$ cat src/rtl/vga_pkg.sv
// Shared VGA 640x480@60 timing constants and default widths
// for the sprite compositor and its timing core.
package vga_pkg;

    localparam int H_ACTIVE = 640;
    localparam int H_FP     = 16;
    localparam int H_SYNC   = 96;
    localparam int H_BP     = 48;
    localparam int H_TOTAL  = H_ACTIVE + H_FP + H_SYNC + H_BP;

    localparam int V_ACTIVE = 480;
    localparam int V_FP     = 10;
    localparam int V_SYNC   = 2;
    localparam int V_BP     = 33;
    localparam int V_TOTAL  = V_ACTIVE + V_FP + V_SYNC + V_BP;

    localparam int DEF_COORD_W = 12;
    localparam int DEF_COLOR_W = 12;

endpackage

$ cat src/rtl/vga_timing_core.sv
// Pixel-tick divider, h/v raster counters, raw syncs and the
// once-per-frame latch strobe at the start of vertical blanking.
module vga_timing_core
    import vga_pkg::*;
#(
    parameter int CLK_DIV = 4,
    parameter int COORD_W = DEF_COORD_W,
    parameter int H_VIS   = H_ACTIVE,
    parameter int H_FRONT = H_FP,
    parameter int H_PULSE = H_SYNC,
    parameter int H_BACK  = H_BP,
    parameter int V_VIS   = V_ACTIVE,
    parameter int V_FRONT = V_FP,
    parameter int V_PULSE = V_SYNC,
    parameter int V_BACK  = V_BP
) (
    input  logic               clk,
    input  logic               reset,
    output logic               tick,
    output logic [COORD_W-1:0] h_cnt,
    output logic [COORD_W-1:0] v_cnt,
    output logic               active,
    output logic               h_sync,
    output logic               v_sync,
    output logic               latch
);

    localparam int DIV_W = $clog2(CLK_DIV);
    localparam int H_TOT = H_VIS + H_FRONT + H_PULSE + H_BACK;
    localparam int V_TOT = V_VIS + V_FRONT + V_PULSE + V_BACK;
    localparam int HS_LO = H_VIS + H_FRONT;
    localparam int VS_LO = V_VIS + V_FRONT;

    logic [DIV_W-1:0] div;

    // CLK_DIV is a power of two, so the divider simply wraps
    always_ff @(posedge clk) begin
        if (!reset) begin
            div   <= '0;
            h_cnt <= '0;
            v_cnt <= '0;
        end else begin
            div <= div + 1'b1;
            if (tick) begin
                if (h_cnt == COORD_W'(H_TOT - 1)) begin
                    h_cnt <= '0;
                    if (v_cnt == COORD_W'(V_TOT - 1)) begin
                        v_cnt <= '0;
                    end else begin
                        v_cnt <= v_cnt + 1'b1;
                    end
                end else begin
                    h_cnt <= h_cnt + 1'b1;
                end
            end
        end
    end

    assign tick   = (div == DIV_W'(CLK_DIV - 1));
    assign active = (h_cnt < COORD_W'(H_VIS))
                 && (v_cnt < COORD_W'(V_VIS));
    assign h_sync = !((h_cnt >= COORD_W'(HS_LO))
                   && (h_cnt < COORD_W'(HS_LO + H_PULSE)));
    assign v_sync = !((v_cnt >= COORD_W'(VS_LO))
                   && (v_cnt < COORD_W'(VS_LO + V_PULSE)));
    assign latch  = tick && (h_cnt == '0)
                 && (v_cnt == COORD_W'(V_VIS));

endmodule

$ cat src/rtl/vga_sprite_compositor.sv
// Composites NUM_SPRITES frame-latched rectangles over a background
// colour with a 2-tick output pipeline and sprite-0 collision flags.
module vga_sprite_compositor
    import vga_pkg::*;
#(
    parameter int NUM_SPRITES = 4,
    parameter int CLK_DIV     = 4,
    parameter int COORD_W     = DEF_COORD_W,
    parameter int COLOR_W     = DEF_COLOR_W,
    parameter int H_VIS       = H_ACTIVE,
    parameter int H_FRONT     = H_FP,
    parameter int H_PULSE     = H_SYNC,
    parameter int H_BACK      = H_BP,
    parameter int V_VIS       = V_ACTIVE,
    parameter int V_FRONT     = V_FP,
    parameter int V_PULSE     = V_SYNC,
    parameter int V_BACK      = V_BP
) (
    input  logic                           clk,
    input  logic                           reset,
    input  logic [NUM_SPRITES*COORD_W-1:0] sprite_x,
    input  logic [NUM_SPRITES*COORD_W-1:0] sprite_y,
    input  logic [NUM_SPRITES*COORD_W-1:0] sprite_w,
    input  logic [NUM_SPRITES*COORD_W-1:0] sprite_h,
    input  logic [NUM_SPRITES*COLOR_W-1:0] sprite_color,
    input  logic [NUM_SPRITES-1:0]         sprite_en,
    output logic [COORD_W-1:0]             pixel_x,
    output logic [COORD_W-1:0]             pixel_y,
    input  logic [COLOR_W-1:0]             bg_color,
    output logic                           hSync,
    output logic                           vSync,
    output logic [3:0]                     VGA_R,
    output logic [3:0]                     VGA_G,
    output logic [3:0]                     VGA_B,
    output logic                           frame_done,
    output logic [NUM_SPRITES-2:0]         collision
);

    typedef struct packed {
        logic [NUM_SPRITES-1:0] hit;
        logic [COLOR_W-1:0]     bg;
        logic                   active;
        logic                   hs;
        logic                   vs;
    } s1_t;

    logic               tick;
    logic               active;
    logic               hs_raw;
    logic               vs_raw;
    logic               latch;
    logic [COORD_W-1:0] h_cnt;
    logic [COORD_W-1:0] v_cnt;

    vga_timing_core #(
        .CLK_DIV (CLK_DIV),
        .COORD_W (COORD_W),
        .H_VIS   (H_VIS),
        .H_FRONT (H_FRONT),
        .H_PULSE (H_PULSE),
        .H_BACK  (H_BACK),
        .V_VIS   (V_VIS),
        .V_FRONT (V_FRONT),
        .V_PULSE (V_PULSE),
        .V_BACK  (V_BACK)
    ) u_timing (
        .clk    (clk),
        .reset  (reset),
        .tick   (tick),
        .h_cnt  (h_cnt),
        .v_cnt  (v_cnt),
        .active (active),
        .h_sync (hs_raw),
        .v_sync (vs_raw),
        .latch  (latch)
    );

    assign pixel_x    = h_cnt;
    assign pixel_y    = v_cnt;
    assign frame_done = latch;

    logic [COORD_W-1:0]     sh_x [NUM_SPRITES];
    logic [COORD_W-1:0]     sh_y [NUM_SPRITES];
    logic [COORD_W-1:0]     sh_w [NUM_SPRITES];
    logic [COORD_W-1:0]     sh_h [NUM_SPRITES];
    logic [COLOR_W-1:0]     sh_c [NUM_SPRITES];
    logic [NUM_SPRITES-1:0] sh_en;

    always_ff @(posedge clk) begin
        if (!reset) begin
            for (int i = 0; i < NUM_SPRITES; i++) begin
                sh_x[i] <= '0;
                sh_y[i] <= '0;
                sh_w[i] <= '0;
                sh_h[i] <= '0;
                sh_c[i] <= '0;
            end
            sh_en <= '0;
        end else if (latch) begin
            for (int i = 0; i < NUM_SPRITES; i++) begin
                sh_x[i] <= sprite_x[i*COORD_W +: COORD_W];
                sh_y[i] <= sprite_y[i*COORD_W +: COORD_W];
                sh_w[i] <= sprite_w[i*COORD_W +: COORD_W];
                sh_h[i] <= sprite_h[i*COORD_W +: COORD_W];
                sh_c[i] <= sprite_color[i*COLOR_W +: COLOR_W];
            end
            sh_en <= sprite_en;
        end
    end

    logic [NUM_SPRITES-1:0] hit;
    logic [COORD_W:0]       px;
    logic [COORD_W:0]       py;

    assign px = {1'b0, h_cnt};
    assign py = {1'b0, v_cnt};

    // one extra bit keeps x+w-1 and y+1 from wrapping
    for (genvar i = 0; i < NUM_SPRITES; i++) begin : g_hit
        logic [COORD_W:0] x_lo;
        logic [COORD_W:0] x_hi;
        logic [COORD_W:0] y_lo;
        logic [COORD_W:0] y_hi;
        logic [COORD_W:0] y_p1;
        logic [COORD_W:0] h_ext;

        assign x_lo  = {1'b0, sh_x[i]};
        assign x_hi  = x_lo + {1'b0, sh_w[i]} - 1'b1;
        assign y_hi  = {1'b0, sh_y[i]};
        assign y_p1  = y_hi + 1'b1;
        assign h_ext = {1'b0, sh_h[i]};
        assign y_lo  = (h_ext > y_p1) ? '0 : y_p1 - h_ext;

        assign hit[i] = sh_en[i] && (|sh_w[i]) && (|sh_h[i])
                     && (px >= x_lo) && (px <= x_hi)
                     && (py >= y_lo) && (py <= y_hi);
    end

    s1_t                s1;
    logic [COLOR_W-1:0] pick;
    logic [COLOR_W-1:0] s2_col;
    logic               s2_hs;
    logic               s2_vs;

    always_comb begin
        pick = s1.bg;
        for (int i = 0; i < NUM_SPRITES; i++) begin
            if (s1.hit[i]) begin
                pick = sh_c[i];
            end
        end
    end

    always_ff @(posedge clk) begin
        if (!reset) begin
            s1     <= '{hit: '0, bg: '0, active: 1'b0,
                        hs: 1'b1, vs: 1'b1};
            s2_col <= '0;
            s2_hs  <= 1'b1;
            s2_vs  <= 1'b1;
        end else if (tick) begin
            s1     <= '{hit: hit, bg: bg_color, active: active,
                        hs: hs_raw, vs: vs_raw};
            s2_col <= s1.active ? pick : '0;
            s2_hs  <= s1.hs;
            s2_vs  <= s1.vs;
        end
    end

    assign hSync = s2_hs;
    assign vSync = s2_vs;
    assign VGA_R = s2_col[COLOR_W-1 -: 4];
    assign VGA_G = s2_col[COLOR_W-5 -: 4];
    assign VGA_B = s2_col[COLOR_W-9 -: 4];

    logic [NUM_SPRITES-2:0] term;
    logic [NUM_SPRITES-2:0] acc;

    for (genvar i = 1; i < NUM_SPRITES; i++) begin : g_term
        assign term[i-1] = s1.active & s1.hit[0] & s1.hit[i];
    end

    always_ff @(posedge clk) begin
        if (!reset) begin
            acc       <= '0;
            collision <= '0;
        end else if (latch) begin
            collision <= acc | term;
            acc       <= '0;
        end else if (tick) begin
            acc <= acc | term;
        end
    end

endmodule

$ cat config.mk
export PLATFORM = sky130hd
export DESIGN_NAME = vga_sprite_compositor
export DESIGN_NICKNAME = d
export VERILOG_FILES = /design/src/rtl/vga_pkg.sv /design/src/rtl/vga_timing_core.sv /design/src/rtl/vga_sprite_compositor.sv
export SDC_FILE = /design/constraint.sdc
export NUM_CORES = 1
export LEC_CHECK = 0
export BUFFER_PORTS_ARGS = -buffer_cell sky130_fd_sc_hd__clkbuf_2
export CORE_ASPECT_RATIO = 0.5
export CORE_UTILIZATION = 40
export CTS_CLUSTER_DIAMETER = 80
export DETAILED_ROUTE_END_ITERATION = 7
export PLACE_DENSITY_LB_ADDON = 0.25
export REMOVE_ABC_BUFFERS = 1
export SLEW_MARGIN = 10
export SYNTH_ARGS = -nofsm -noshare
export SYNTH_HDL_FRONTEND = slang
export SYNTH_SLANG_ARGS = --single-unit
$ cat constraint.sdc
create_clock -name clk -period 24 [get_ports clk]
set_input_delay 4.8 -clock clk [delete_from_list [all_inputs] [get_ports clk]]
set_output_delay 4.8 -clock clk [all_outputs]
set_load 0.02 [all_outputs]
# Word level (Yosys, flattened, before mapping)
# Memory sizes are Yosys's and may differ from the RTL's.
# Cells that the tools add are included.
[totals] in_bits=258 out_inout_bits=42 memories=5 elab_cells=171 ramBits=240 regBits=69
[op_classes] n_reduce_logical=42 n_lt_le_gt_ge=26 n_bitwise=26 eq_ne=4 addsub=19 mux=35
[memory_table] name="sh_c" depth=4 word_bits=12 rd=4 rd_clocked_by_memory_dff=0 wr=4 line_no="vga_sprite_compositor.sv:86" text="logic [COLOR_W-1:0] sh_c [NUM_SPRITES];"
[memory_table] name="sh_h" depth=4 word_bits=12 rd=4 rd_clocked_by_memory_dff=0 wr=4 line_no="vga_sprite_compositor.sv:85" text="logic [COORD_W-1:0] sh_h [NUM_SPRITES];"
[memory_table] name="sh_w" depth=4 word_bits=12 rd=4 rd_clocked_by_memory_dff=0 wr=4 line_no="vga_sprite_compositor.sv:84" text="logic [COORD_W-1:0] sh_w [NUM_SPRITES];"
[memory_table] name="sh_x" depth=4 word_bits=12 rd=4 rd_clocked_by_memory_dff=0 wr=4 line_no="vga_sprite_compositor.sv:82" text="logic [COORD_W-1:0] sh_x [NUM_SPRITES];"
[memory_table] name="sh_y" depth=4 word_bits=12 rd=4 rd_clocked_by_memory_dff=0 wr=4 line_no="vga_sprite_compositor.sv:83" text="logic [COORD_W-1:0] sh_y [NUM_SPRITES];"
[op_table] op="$mux W12" n=27
[op_table] op="$reduce_or A12 Y1" n=8
[op_table] op="$add A12 B1 Y13 const B" n=4
[op_table] op="$add A12 B12 Y13" n=4
[op_table] op="$ge A12 B13 Y1" n=4
[op_table] op="$gt A12 B13 Y1" n=4
[op_table] op="$le A12 B13 Y1" n=4
[op_table] op="$mux W13" n=4
[op_table] op="$sub A13 B1 Y13 const B" n=4
[op_table] op="$sub A13 B12 Y13" n=4
[op_table] op="$ge A12 B12 Y1" n=4
[op_table] op="$le A12 B12 Y1" n=4
[op_table] op="$logic_and A1 B1 Y1" n=29
[op_table] op="$add A12 B1 Y12 const B" n=2
[op_table] op="$eq A12 B10 Y1 const B" n=2
[op_table] op="$lt A12 B10 Y1 const B" n=2
[op_table] op="$lt A12 B9 Y1 const B" n=2
[op_table] op="$or A1 B1 Y1" n=20
[op_table] op="$eq A12 B9 Y1 const B" n=1
[op_table] op="$ge A12 B10 Y1 const B" n=1
[op_table] op="$ge A12 B9 Y1 const B" n=1
[op_table] op="$logic_not A12 Y1" n=1
[op_table] op="$and A1 B1 Y1" n=4
[op_table] op="$mux W1" n=4
[op_table] op="other kinds (7)" n=8

# Depth between registers and ports, before layout
# An unclocked memory read counts as a cell.
[depth] word_depth=8 mapped_depth=23 depth_no_buf=22

# By module
# From an unflattened synthesis, not the netlist that was laid out.
[hier_totals] cells_unflattened=2446 area_unflattened_um2=23103.4
[by_module_without_submodules] mod="vga_sprite_compositor" seq_area_each_um2=8067.7 area_per_inst_um2=21677.0 instances=1 cells_per_inst=2277
[by_module_without_submodules] mod="vga_timing_core" seq_area_each_um2=520.5 area_per_inst_um2=1426.4 instances=1 cells_per_inst=169

# Worst setup path before layout
# Ideal clock, no wire load.
[synth_path] path_kind="input to register" start="in reset" end="mem sh_c[0][0] in the netlist's numbering (enable)" n_path_buf=1 setup_slack_ns=12.863 arrival_time_ns=10.489 path_stages=2 t_required_ns=23.352 setup_time_ns=0.648 cell_sequence="clkbuf_1 > nand2b_1"
[synth_rtl] element="start: declaration" line_no="vga_sprite_compositor.sv:20" text="input logic reset,"
[synth_rtl] element="end: declaration" line_no="vga_sprite_compositor.sv:86"

# Worst setup path after layout
[layout_path] start="reg u_timing.v_cnt[6]" end="out frame_done"
[layout_between] elab_chain_len=2
[layout_rtl] element="start: declaration" line_no="vga_timing_core.sv:21" text="output logic [COORD_W-1:0] v_cnt,"
[layout_rtl] element="start signal: assignment" line_no="vga_timing_core.sv:50" text="v_cnt <= v_cnt + 1'b1;"
[layout_rtl] element="$eq A12 B9 Y1" line_no="vga_timing_core.sv:67" text="&& (v_cnt == COORD_W'(V_VIS));"
[layout_rtl] element="$logic_and A1 B1 Y1" line_no="vga_timing_core.sv:67"
[layout_rtl] element="end: declaration" line_no="vga_sprite_compositor.sv:35" text="output logic frame_done,"
# No other way between the ends.

==> flow_summary.yaml <==
die:
  std_cell_rows: 61
  die_h_um: 170
  ios: 300
  core-area_mm2: 0.0558
  start_util_pct: 40.7
  die-area_mm2: 0.0578
  die-width_um: 339
clock_network:
  postCtsSetupBuffers: 0
  clock_latency_ns: 0.55
  cts_buffers: 34
  clkSinkCount: 309
  htreeDepth: 2
  postCtsResizedCells: 0
  clkTransAtPathRegs_ns: 0.07
  cts_hold_buffers: 0
  clock_path_buffers: 3
  clockRootBuffer: "clkbuf_16"
  cts_tree: "built"
flow_run:
  maxCapViolations: 0
sta:
  period_minus_slack_ns: 7.76
  fin_tns_setup_ns: 0
  slew-limit-headroom_pct: 24.8
  max_freq_ghz: 0.129
  min_period_over_period_pct: 32.3
  drv_slew: 0
  worst_slack_ns: 16.24
  rsz0062_at_grt: "false"
  finClkSkew_ns: 0.0158
  setup-violations-final: 0
  worstMarginPinSlew_ns: 1.13
  hold_viol: 0
place:
  place.detailed.hpwl_mm: 43.8
  gp_congestion: 0.879
  dp_slack_ns: 16.30
  portBuffers: 299
synth:
  synth_seq_cells: 309
  ys_seq_area_share_pct: 37.8
  post_synth.cell_area_avg_um2: 9.58
  ys_async_sr_fraction_pct: 0
  synth_top_cell_area_share_pct: 31.8
  synth_area_leaders: "edfxtp_1 32%, ha_1 19%, and3_1 7.2%"
  synth_edf_count: 240
  syn_area_mm2: 0.0227
  synth_top_area_cell: "edfxtp_1"
  postSynthCellCount: 2368
  synth-main-ff-cell: "edfxtp_1"
  ys_types: 62
  synth_warnings: 0
finish:
  area_growth_pct: 15.3
  fillers: 5316
  layout-drive-gt1-share_pct: 14.8
  seq_area_mm2: 0.00859
  antenna_cells: 0
  final_common_cell: "ha_1"
  final_nets: 3258
  mostFrequentLayoutCells: "340 x ha_1, 320 x inv_1, 298 x clkbuf_2"
  multi_input_area_mm2: 0.0126
global_route:
  antenna_found_initial: 0
  grt_pass1_vias: 17500
  grtUsageTotal_pct: 20.3
  grt_max_degree: 241
  overflow: 0
  grt_first_pass_wirelength_mm: 92.9
run_status:
  status: "finished, final reports clean"
worst_hold_path:
  hold_path_class: "register to register"
drt:
  vias_per_cell: 5.26
  drt_first_pass_iters: 5
  dr.first_iter.drc_count: 822
  postRouteAntennaNets: 0
  num_vias: 18100
  drt_wl_total_mm: 59.3
  wl_per_cell_um: 17.3
  drc: 0
setup_path:
  cp.arrival_ns: 2.96
  cp.required_ns: 19.20
  reg2reg_slack_ns: 18.78
  startpoint_type: "register"
  crit_type: "register to output pin"
  critPathMaxFanout: 14
  cp-end-kind: "output pin"
power_and_ir_drop:
  p_leak_nw: 12.8
  power_density_mw_per_mm2: 54.4
  ir_worst_vdd_mv: 0.0378
  power_w: 0.00142
==> cells in the mapped netlist, types with 44 or more instances <==
cell type and n:
a21oi_1 126, ha_1 341, inv_1 320, mux2i_1 45, clkbuf_1 52, nor2_1 84, xnor2_1 84, and3_1 261
a21o_1 45, nand3_1 52, dfxtp_1 69, o21ai_0 84, nor2b_1 44, edfxtp_1 240, nand2_1 110
==> registers in the layout (all words and copies together), names as in the netlist, 4 cells and up <==
| register | flops |
|---|---|
| s1 | 19 |
| s2_col | 12 |
| sh_c | 48 |
| sh_en | 4 |
| sh_h | 48 |
| sh_w | 48 |
| sh_x | 48 |
| sh_y | 48 |
| u_timing.h_cnt | 12 |
| u_timing.v_cnt | 12 |
==> cells by family (layout without fill, tap and decap cells) <==
group	after synthesis	in the layout	synth area share (%)
xor gates and xnor gates	120	120	4.63
buffers and inverters	399	707	6.73
AOI/OAI and AO/OA	390	390	10.8
and+or+nand+nor	756	756	18.5
adders and majority gates	349	349	19.5
muxes	45	45	1.98
DFF	309	309	37.8
==> layout make-up <==
class | count | area share, %
multi-input combinational | 1660 | 48.2
sequential | 309 | 32.8
timing repair buffer | 326 | 6.57
inverter | 320 | 4.59
tap | 756 | 3.62
clock buffer | 37 | 3.30
clock inverter | 24 | 0.942
==> through the flow <==
| step | instance area [um^2] | utilization (%) | instances | hold WS (ns) |
|---|---|---|---|---|
| 3_3_place_gp | 25000 | 44.9 | 3371 | 0.417 |
| 6_report | 26200 | 46.9 | 3432 | 0.430 |
| 5_1_grt | 26200 | 46.9 | 3432 | 0.468 |
| 3_5_place_dp | 25000 | 44.9 | 3371 | 0.418 |
| 4_1_cts | 26200 | 46.9 | 3432 | 0.432 |
| 2_1_floorplan | 22400 | - | 2289 | 0.398 |
==> worst max-delay path, cell delays in order (launching register included) <==
cell and delay, ns:
dfxtp_1 0.72, nand4_1 0.23, or4_4 0.59, nor4b_4 0.58, clkbuf_2 0.30
==> final timing paths <==
path,to,start,cells after the start
min,u_timing.div[0],u_timing.div[0],1
max reg2reg,s1[16],sh_y[1][0],22
max,frame_done,u_timing.v_cnt[6],4
min reg2reg,u_timing.div[0],u_timing.div[0],1
==> power breakdown <==
| group | internal, W | switching, W | leakage [nW] | total [W] |
|---|---|---|---|---|
| logic | 0.000123 | 0.000154 | 9.46 | 0.000277 |
| clock network | 0.000306 | 0.000229 | 0.537 | 0.000535 |
| registers | 0.000597 | 0.0000140 | 2.83 | 0.000611 |
==> layer usage <==
metal	up-vias	wire, um	global-route usage, %
met5	-	0	0
met1	8576	27100	26.2
li1	9084	-	-
met2	313	28800	35.7
met4	0	1320	5.17
met3	86	2130	2.63
Note: power is estimated with default switching activity, not from simulation.
